## src/rtl/game_sequencer.sv

```systemverilog
// Game flow sequencer: IDLE -> PLAY -> DYING -> OVER -> IDLE.
// Edge-detects the button, gates bird/column motion via run, times the
// death animation with a down-counter and tracks the best score since reset.
module game_sequencer #(
  parameter int unsigned DEATH_CYCLES = 60,
  parameter logic [10:0] FLOOR_Y      = 11'd0
) (
  input  logic        gameClk,
  input  logic        reset,
  input  logic        btn,
  input  logic        hitColumn,
  input  logic [10:0] bird_y,
  input  logic [9:0]  score,
  output logic        run,
  output logic        flap,
  output logic        restart,
  output logic [1:0]  state,
  output logic [9:0]  high_score,
  output logic        new_best,
  output logic        blink
);

  typedef enum logic [1:0] {
    IDLE  = 2'd0,
    PLAY  = 2'd1,
    DYING = 2'd2,
    OVER  = 2'd3
  } state_e;

  // Counter starts one below the dwell so the exit at zero gives exactly
  // DEATH_CYCLES cycles in DYING.
  localparam logic [7:0] CNT_LOAD = 8'(DEATH_CYCLES - 1);

  state_e      state_q, state_d;
  logic        run_q, run_d;
  logic        flap_q, flap_d;
  logic        restart_q, restart_d;
  logic        blink_q, blink_d;
  logic        new_best_q, new_best_d;
  logic [9:0]  high_q, high_d;
  logic [7:0]  cnt_q, cnt_d;
  logic        btn_q;
  logic        press;
  logic        dead;

  assign press = btn & ~btn_q;
  assign dead  = hitColumn | (bird_y <= FLOOR_Y);

  // Next-state and registered-output logic.
  always_comb begin
    state_d    = state_q;
    run_d      = run_q;
    flap_d     = 1'b0;
    restart_d  = 1'b0;
    blink_d    = blink_q;
    new_best_d = new_best_q;
    high_d     = high_q;
    cnt_d      = cnt_q;
    unique case (state_q)
      IDLE: begin
        run_d = 1'b0;
        if (press) begin
          state_d = PLAY;
          run_d   = 1'b1;
          flap_d  = 1'b1;
        end
      end
      PLAY: begin
        // Death wins over a flap on the same edge.
        if (dead) begin
          state_d = DYING;
          run_d   = 1'b0;
          cnt_d   = CNT_LOAD;
          blink_d = CNT_LOAD[3];
        end else begin
          flap_d = press;
        end
      end
      DYING: begin
        if (cnt_q == 8'd0) begin
          state_d = OVER;
          blink_d = 1'b0;
          if (score > high_q) begin
            high_d     = score;
            new_best_d = 1'b1;
          end
        end else begin
          cnt_d   = cnt_q - 8'd1;
          blink_d = cnt_d[3];
        end
      end
      OVER: begin
        run_d = 1'b0;
        if (press) begin
          state_d    = IDLE;
          restart_d  = 1'b1;
          new_best_d = 1'b0;
        end
      end
      default: state_d = IDLE;
    endcase
  end

  // State and output registers, asynchronously cleared.
  always_ff @(posedge gameClk or negedge reset) begin
    if (!reset) begin
      state_q    <= IDLE;
      run_q      <= 1'b0;
      flap_q     <= 1'b0;
      restart_q  <= 1'b0;
      blink_q    <= 1'b0;
      new_best_q <= 1'b0;
      high_q     <= 10'd0;
      cnt_q      <= 8'd0;
      btn_q      <= 1'b0;
    end else begin
      state_q    <= state_d;
      run_q      <= run_d;
      flap_q     <= flap_d;
      restart_q  <= restart_d;
      blink_q    <= blink_d;
      new_best_q <= new_best_d;
      high_q     <= high_d;
      cnt_q      <= cnt_d;
      btn_q      <= btn;
    end
  end

  assign state      = state_q;
  assign run        = run_q;
  assign flap       = flap_q;
  assign restart    = restart_q;
  assign blink      = blink_q;
  assign new_best   = new_best_q;
  assign high_score = high_q;

endmodule

```

## config.mk

```make
export PLATFORM = sky130hd
export DESIGN_NAME = game_sequencer
export DESIGN_NICKNAME = d
export VERILOG_FILES = /design/src/rtl/game_sequencer.sv
export SDC_FILE = /design/constraint.sdc
export NUM_CORES = 1
export LEC_CHECK = 0
export CORE_ASPECT_RATIO = 0.5
export CORE_MARGIN = 5
export CORE_UTILIZATION = 50
export CTS_CLUSTER_DIAMETER = 30
export DETAILED_ROUTE_END_ITERATION = 12
export PLACE_DENSITY_LB_ADDON = 0.05
export SETUP_SLACK_MARGIN = 0.3
export SLEW_MARGIN = 20
export SYNTH_ARGS = -nofsm -noshare
export SYNTH_HDL_FRONTEND = slang
export SYNTH_SLANG_ARGS = --single-unit
```

## constraint.sdc

```tcl
create_clock -name gameClk -period 5.6 [get_ports gameClk]
set_input_delay 1.12 -clock gameClk [delete_from_list [all_inputs] [get_ports gameClk]]
set_output_delay 1.12 -clock gameClk [all_outputs]
set_load 0.03 [all_outputs]
```

### Word-level counts from Yosys, hierarchy flattened

Index checks and enable logic that the tools add are counted.

| cells by class | value |
|---|---|
| add/subtract/negate cells | 1 |
| multiplexer cells | 21 |
| magnitude comparators | 2 |
| equality and inequality tests | 9 |
| reductions and logical operators | 11 |
| bitwise operators | 3 |

Operators by type and width:

| cell | number |
|---|---|
| 8-bit 2-to-1 mux | 2 |
| 8-bit one-hot mux with 2 select lines | 1 |
| 2-bit != test, second input constant | 6 |
| 11-bit by 1-bit less-or-equal comparator with 1-bit output, second input constant | 1 |
| 10-bit > comparator | 1 |
| 1-bit 2-to-1 mux | 9 |
| 8-bit zero test | 1 |
| 2-bit 2-to-1 mux | 4 |
| 2-bit one-hot mux with 4 select lines | 1 |
| 4-bit AND reduction | 2 |
| 8-bit by 1-bit subtractor with 8-bit output, second input constant | 1 |
| 1-bit one-hot mux with 2 select lines | 3 |
| 3-bit AND reduction | 2 |
| 2-bit == test, second input constant | 2 |
| 2-bit AND reduction | 2 |
| 2-bit nonzero test | 2 |
| 1-bit one-hot mux with 3 select lines | 1 |
| 3-bit nonzero test | 1 |
| 2-bit by 1-bit == test with 1-bit output, second input constant | 1 |
| 2-bit zero test | 1 |
| 1-bit AND | 1 |
| 1-bit inverter | 1 |
| 1-bit bitwise OR | 1 |

| storage, ports and cells | value |
|---|---|
| word-level logic and storage cells | 56 |
| output and inout bits | 17 |
| bits in registers | 26 |
| input bits | 25 |

### Logic depth before layout (Yosys ltp)

Gate-level depths: netlist (run 1).

| logic depth | value |
|---|---|
| depth after elaboration | 4 |
| mapped depth | 8 |
| mapped depth without buffers | 7 |

### Least setup slack after synthesis (run 1)

OpenSTA, ideal clock, no wires.

| path | value |
|---|---|
| path kind | input port to flip-flop |
| start | input port score[8] |
| end | register high_q[0] (netlist: high_score[0]) |
| setup slack | 2,731 ps |
| data arrival time | 2,744 ps |
| stages on the path | 5 |
| path through | ha_1 nand4_1 o311a_1 a211oi_4 mux2_2 |

| between the ends | value |
|---|---|
| longest elaborated chain between the ends | 2 |

Ends and longest elaborated chain:

| what | RTL line | text |
|---|---|---|
| from (decl) | 13 | `input logic [9:0] score,` |
| 10-bit > comparator | 83 | `if (score > high_q) begin` |
| 3-bit AND reduction (no line) | -- |  |
| to (signal assigned) | 123 | `high_q <= high_d;` |
| to (decl) | 40 | `logic [9:0] high_q, high_d;` |

Every way passes these cells.
A chain may end at the register's enable or synchronous reset.

### Worst setup path in the final report (run 1)

| path | value |
|---|---|
| start | input port score[7] |
| end | register high_q[8] (netlist: high_score[8]) |

Same word-level chain as after synthesis.

==> results.ini, run 1 <==
[pwr]
p_leak_nw = 0.902
total_power_mw = 0.731
combPwrFrac_pct = 42.7
pwr-share-seq_pct = 35.4
p_int_mw = 0.456
clkPwrFrac_pct = 21.9
vdd_drop_max_uv = 197
power_density_nw_per_um2 = 341
swShare_pct = 37.5
p_switching_mw = 0.274

[critical_path]
critPathMaxFanout = 10
path_depth = 6
rr_worst_depth = 5
crit_path_end = high_score[8]$_DFFE_PN0P_
cp.arrival_ns = 3.41
setup.worst_path.start = score[7]
r2r-end = high_score[8]$_DFFE_PN0P_
setup.worst_path.class = in -> reg
start_kind = primary input
slowest_delay_ns = 0.56
rr_startpoint = cnt_q[4]$_DFFE_PN0P_
critPathTopFamily = compound AO/OA/AOI/OAI gates
endpoint_kind = flip-flop
crit_chain = clkdlybuf4s50_1 -> ha_1 -> nand4_1 -> o311a_1 -> a211oi_4 -> mux2_2
required_ns = 5.77
critPathBufInv = 1
crit_slowest_cell = a211oi_4
rrSetupSlack_ns = 2.92

[global_routing]
antenna_found_initial = 0
grtUsageTotal_pct = 16.6
grt_first_pass_wirelength_um = 6160
grt_max_degree = 27
grt_pass1_vias = 1324
grt_overflow = 0

[timing]
timing.final.crit_share_pct = 57.9
finClkSkew_ns = 0.00793
rsz0062_at_grt = false
setup_viol = 0
worst-slew-pin-transition_ns = 0.683
finalHoldViolCount = 0
fin_ws_ns = 2.36
fin_setup_tns_ns = 0
fmax_mhz = 308
worst_hold_slack_ns = 0.517
drv_slew = 0
period_minus_slack_ns = 3.24
slew_headroom_pct = 54.4

[floorplan]
std_cell_rows = 14
fp.dieH_um = 50.1
core_area_sq_um = 3050
dieArea_sq_um = 4530
start_util_pct = 52.9
die_w_um = 90.3
io_pins = 42

[place]
place_ws_ns = 2.06
place_area_sq_um = 2070
hpwl_um = 2740
place_inst = 240
place.gp.congestion = 0.811
port_buffers = 41

[clock_tree]
cts_max_level = 1
numClockSinks = 26
tritoncts = yes
clk_pin_slew_ns = 0.10
cts_setup_buffers = 0
ctsResizeCount = 0
cts_root_buffer = clkbuf_8
clk_path_buf_depth = 2
clk_latency_ns = 0.28
numCtsBuffers = 3
cts_hold_buf = 0

[yosys]
ys_types = 43
ys_seq_area_share_pct = 40.4
synth_nets = 202
syn_area_per_cell_sq_um = 10.0
async_reset_ff_share_pct = 100
synthFlopType = dfrtp_1
synth_seq_cells = 26
synth_edf_count = 0
synth_cells = 161
syn_area_sq_um = 1610
ys_warn_count = 0

[finish]
nets = 246
drive_gt1_share_pct = 11.8
final_area_sq_um = 2140
finalCoreUtilization_pct = 70.2
syn_to_final_growth_pct = 32.8
final_common_cell = clkdlybuf4s50_1
layout_common_cells = clkdlybuf4s50_1, dfrtp_1, inv_1
n_antenna_cell = 0
instances_no_fill = 244

[routing]
drtPass1Iterations = 4
wire_per_inst_um = 14.9
route.detailed.drc = 0
viasPerCell = 5.59
drt-initial-drc-count = 77
wl_um = 3630
via_count = 1363
ant_nets = 0

[status]
status = finished, final reports clean

[flow_run]
drv_cap = 0

[min_path]
hold_class = reg -> reg

==> synthesized netlist by cell type, drive strengths merged, types with 3 or more instances <==
cell type  instances  share of area (%)
nand4              3                1.2
o21ai              5                1.6
mux2              12                8.4
dfrtp             26                 40
nand3              3               0.93
nand2              8                2.0
nor3               8                2.5
a21oi              8                2.5
inv               19                4.4
nor2              12                2.8
ha                16                 12
==> power by group through the flow <==
stage / sequential, mW / clock, mW / combinational (mW)
global route: 0.266 / 0.172 / 0.347
CTS: 0.258 / 0.165 / 0.314
global placement: 0.261 / 0 / 0.308
finish: 0.259 / 0.160 / 0.312
floorplan: 0.289 / 0 / 0.186
detailed placement: 0.261 / 0 / 0.314
==> layout make-up <==
cell class | instances | area (sq um)
fill | 238 | 907
multi-input combinational | 112 | 872
inverter | 19 | 71.3
clock buffer | 3 | 41.3
sequential | 26 | 651
tap | 40 | 50.0
timing repair buffer | 43 | 425
clock inverter | 1 | 30.0
==> cell families (layout without fill, tap and decap cells) <==
| family | count (synthesis) | after routing | synth area share [%] |
|---|---|---|---|
| fa+ha+maj | 16 | 16 | 12.4 |
| xor+xnor | 1 | 1 | 0.544 |
| mux | 12 | 12 | 8.39 |
| simple gates | 46 | 46 | 15.6 |
| compound gates | 37 | 37 | 17.2 |
| buf+inv | 23 | 66 | 5.51 |
| flops | 26 | 26 | 40.4 |
==> layer usage <==
layer | vias up | track usage [%] | part of all wire [%]
li1 | 671 | - | -
met1 | 646 | 20.9 | 47
met2 | 44 | 28.9 | 47
met3 | 2 | 4.78 | 6.0
met4 | 0 | 3.47 | 0.33
met5 | - | 0 | 0
==> tightest hold or removal path: stages, from the launching register on <==
cell,delay (ns)
dfrtp_1,0.36
o21ai_0,0.08
o41ai_1,0.06
==> worst min path at each step <==
stage | depth (start not counted) | end | slack [ns] | startpoint
floorplan | 2 | cnt_q[4]$_DFFE_PN0P_ | 0.50 | cnt_q[4]$_DFFE_PN0P_
global placement | 2 | run$_DFFE_PN0P_ | 0.49 | run$_DFFE_PN0P_
detailed placement | 2 | run$_DFFE_PN0P_ | 0.50 | run$_DFFE_PN0P_
CTS | 2 | run$_DFFE_PN0P_ | 0.52 | run$_DFFE_PN0P_
global route | 2 | run$_DFFE_PN0P_ | 0.54 | run$_DFFE_PN0P_
finish | 2 | run$_DFFE_PN0P_ | 0.52 | run$_DFFE_PN0P_
==> sequential cells by signal, summed over array words and instances, names as in the netlist <==
signal	flops
blink	1
btn_q	1
cnt_q	8
flap	1
high_score	10
new_best	1
restart	1
run	1
state	2
No activity file was read; power rests on OpenSTA's default activity.
==> run 2: changes to the inputs <==
Settings changed: CORE_UTILIZATION 50 to 48.
Clock period 5.6 ns to 3.2 ns, I/O delays scaled along.
==> results.ini, run 2 (synthesis results as in run 1) <==
[status]
status = finished, final reports clean

[critical_path]
rr_startpoint = cnt_q[4]$_DFFE_PN0P_
endpoint_kind = flip-flop
required_ns = 3.37
r2r-end = high_score[8]$_DFFE_PN0P_
rr_worst_depth = 6
setup.worst_path.start = score[7]
setup.worst_path.class = in -> reg
crit_path_end = high_score[8]$_DFFE_PN0P_
critPathMaxFanout = 6
start_kind = primary input
cp.arrival_ns = 2.72
rrSetupSlack_ns = 0.73

[floorplan]
fp.dieH_um = 51.0
core_area_sq_um = 3120
std_cell_rows = 14
dieArea_sq_um = 4690
die_w_um = 91.9
start_util_pct = 51.7
io_pins = 42

[clock_tree]
cts_root_buffer = clkbuf_8
cts_setup_buffers = 0
clk_latency_ns = 0.27
ctsResizeCount = 0
numCtsBuffers = 3
clk_pin_slew_ns = 0.10
cts_max_level = 1
clk_path_buf_depth = 2
cts_hold_buf = 0
tritoncts = yes
numClockSinks = 26

[routing]
wire_per_inst_um = 14.9
via_count = 1380
route.detailed.drc = 0
drt-initial-drc-count = 42
viasPerCell = 5.59
drtPass1Iterations = 4
ant_nets = 0
wl_um = 3670

[finish]
finalCoreUtilization_pct = 69.4
final_area_sq_um = 2160
multiInputGateArea_sq_um = 872
final_common_cell = clkdlybuf4s50_1
drive_gt1_share_pct = 13.0
largest_reg_flops = 10
n_fill_cell = 241
nets = 249
seq_area_sq_um = 651
syn_to_final_growth_pct = 34.2
n_antenna_cell = 0
layout_common_cells = clkdlybuf4s50_1, dfrtp_1, inv_1

[min_path]
hold_class = reg -> reg

[global_routing]
grt_max_degree = 27
grt_pass1_vias = 1373
antenna_found_initial = 0
grt_first_pass_wirelength_um = 6310
grtUsageTotal_pct = 16.6
grt_overflow = 0

[place]
place.gp.congestion = 0.806
place_area_sq_um = 2090
hpwl_um = 2800
port_buffers = 41

[timing]
worst-slew-pin-transition_ns = 0.499
setup_viol = 0
period_minus_slack_ns = 2.56
finClkSkew_ns = 0.00444
worst_hold_slack_ns = 0.545
rsz0062_at_grt = false
fin_setup_tns_ns = 0
drv_slew = 0
slew_headroom_pct = 66.4
timing.final.crit_share_pct = 79.8
finalHoldViolCount = 0
fmax_mhz = 391

[pwr]
vdd_drop_max_uv = 350
p_leak_nw = 0.918
total_power_mw = 1.30
power_density_nw_per_um2 = 603

[flow_run]
drv_cap = 0

run 2: cell types whose count changed in the layout (fill, tap and decap cells not counted):
| cell | previous run | this run |
|---|---|---|
| buf_4 | 2 | 5 |
run 2: final cells by class:
type | instances | share of cell area, %
clock inverters | 1 | 1.39
multi-input cells | 112 | 40.3
inverters | 19 | 3.30
flip-flops and latches | 26 | 30.1
clock buffers | 3 | 1.91
repair buffers | 46 | 20.7
well taps | 40 | 2.31
run 2: per-layer routing:
layer  global-route usage (%)  routed length (um)
met2                     29.2                1690
met3                     5.13                 277
met4                     4.43                  40
met5                        0                   0
met1                     20.2                1670
run 2: per-stage QoR:
step | setup slack, ns | instances
2_1_floorplan | 0.811 | 161
3_3_place_gp | 0.379 | 243
3_5_place_dp | 0.338 | 243
4_1_cts | 0.644 | 247
5_1_grt | 0.529 | 247
6_report | 0.645 | 247
run 2: critical path, cell delays in order:
cell             delay [ns]
clkdlybuf4s50_1        0.43
ha_1                   0.31
nand4_1                0.14
o311a_1                0.42
a211oi_4               0.26
buf_4                  0.18
mux2_2                 0.34
run 2: how the worst min path moves through the flow:
| stage | start | end | slack [ns] | cells past startpoint |
|---|---|---|---|---|
| 3_5_place_dp | high_score[6]$_DFFE_PN0P_ | high_score[6]$_DFFE_PN0P_ | 0.53 | 1 |
| 4_1_cts | high_score[6]$_DFFE_PN0P_ | high_score[6]$_DFFE_PN0P_ | 0.55 | 1 |
| 6_report | high_score[9]$_DFFE_PN0P_ | high_score[9]$_DFFE_PN0P_ | 0.55 | 1 |
| 3_3_place_gp | run$_DFFE_PN0P_ | run$_DFFE_PN0P_ | 0.50 | 2 |
| 2_1_floorplan | reset | blink$_DFFE_PN0P_ | 0.34 | 0 |
| 5_1_grt | run$_DFFE_PN0P_ | run$_DFFE_PN0P_ | 0.56 | 2 |
run 2: power breakdown:
part	total, mW	internal (mW)	leakage (nW)	switching (mW)
Clock	0.278	0.167	0.0357	0.111
Combinational	0.567	0.248	0.559	0.319
Sequential	0.459	0.389	0.323	0.0695
Total	1.30	0.804	0.918	0.499
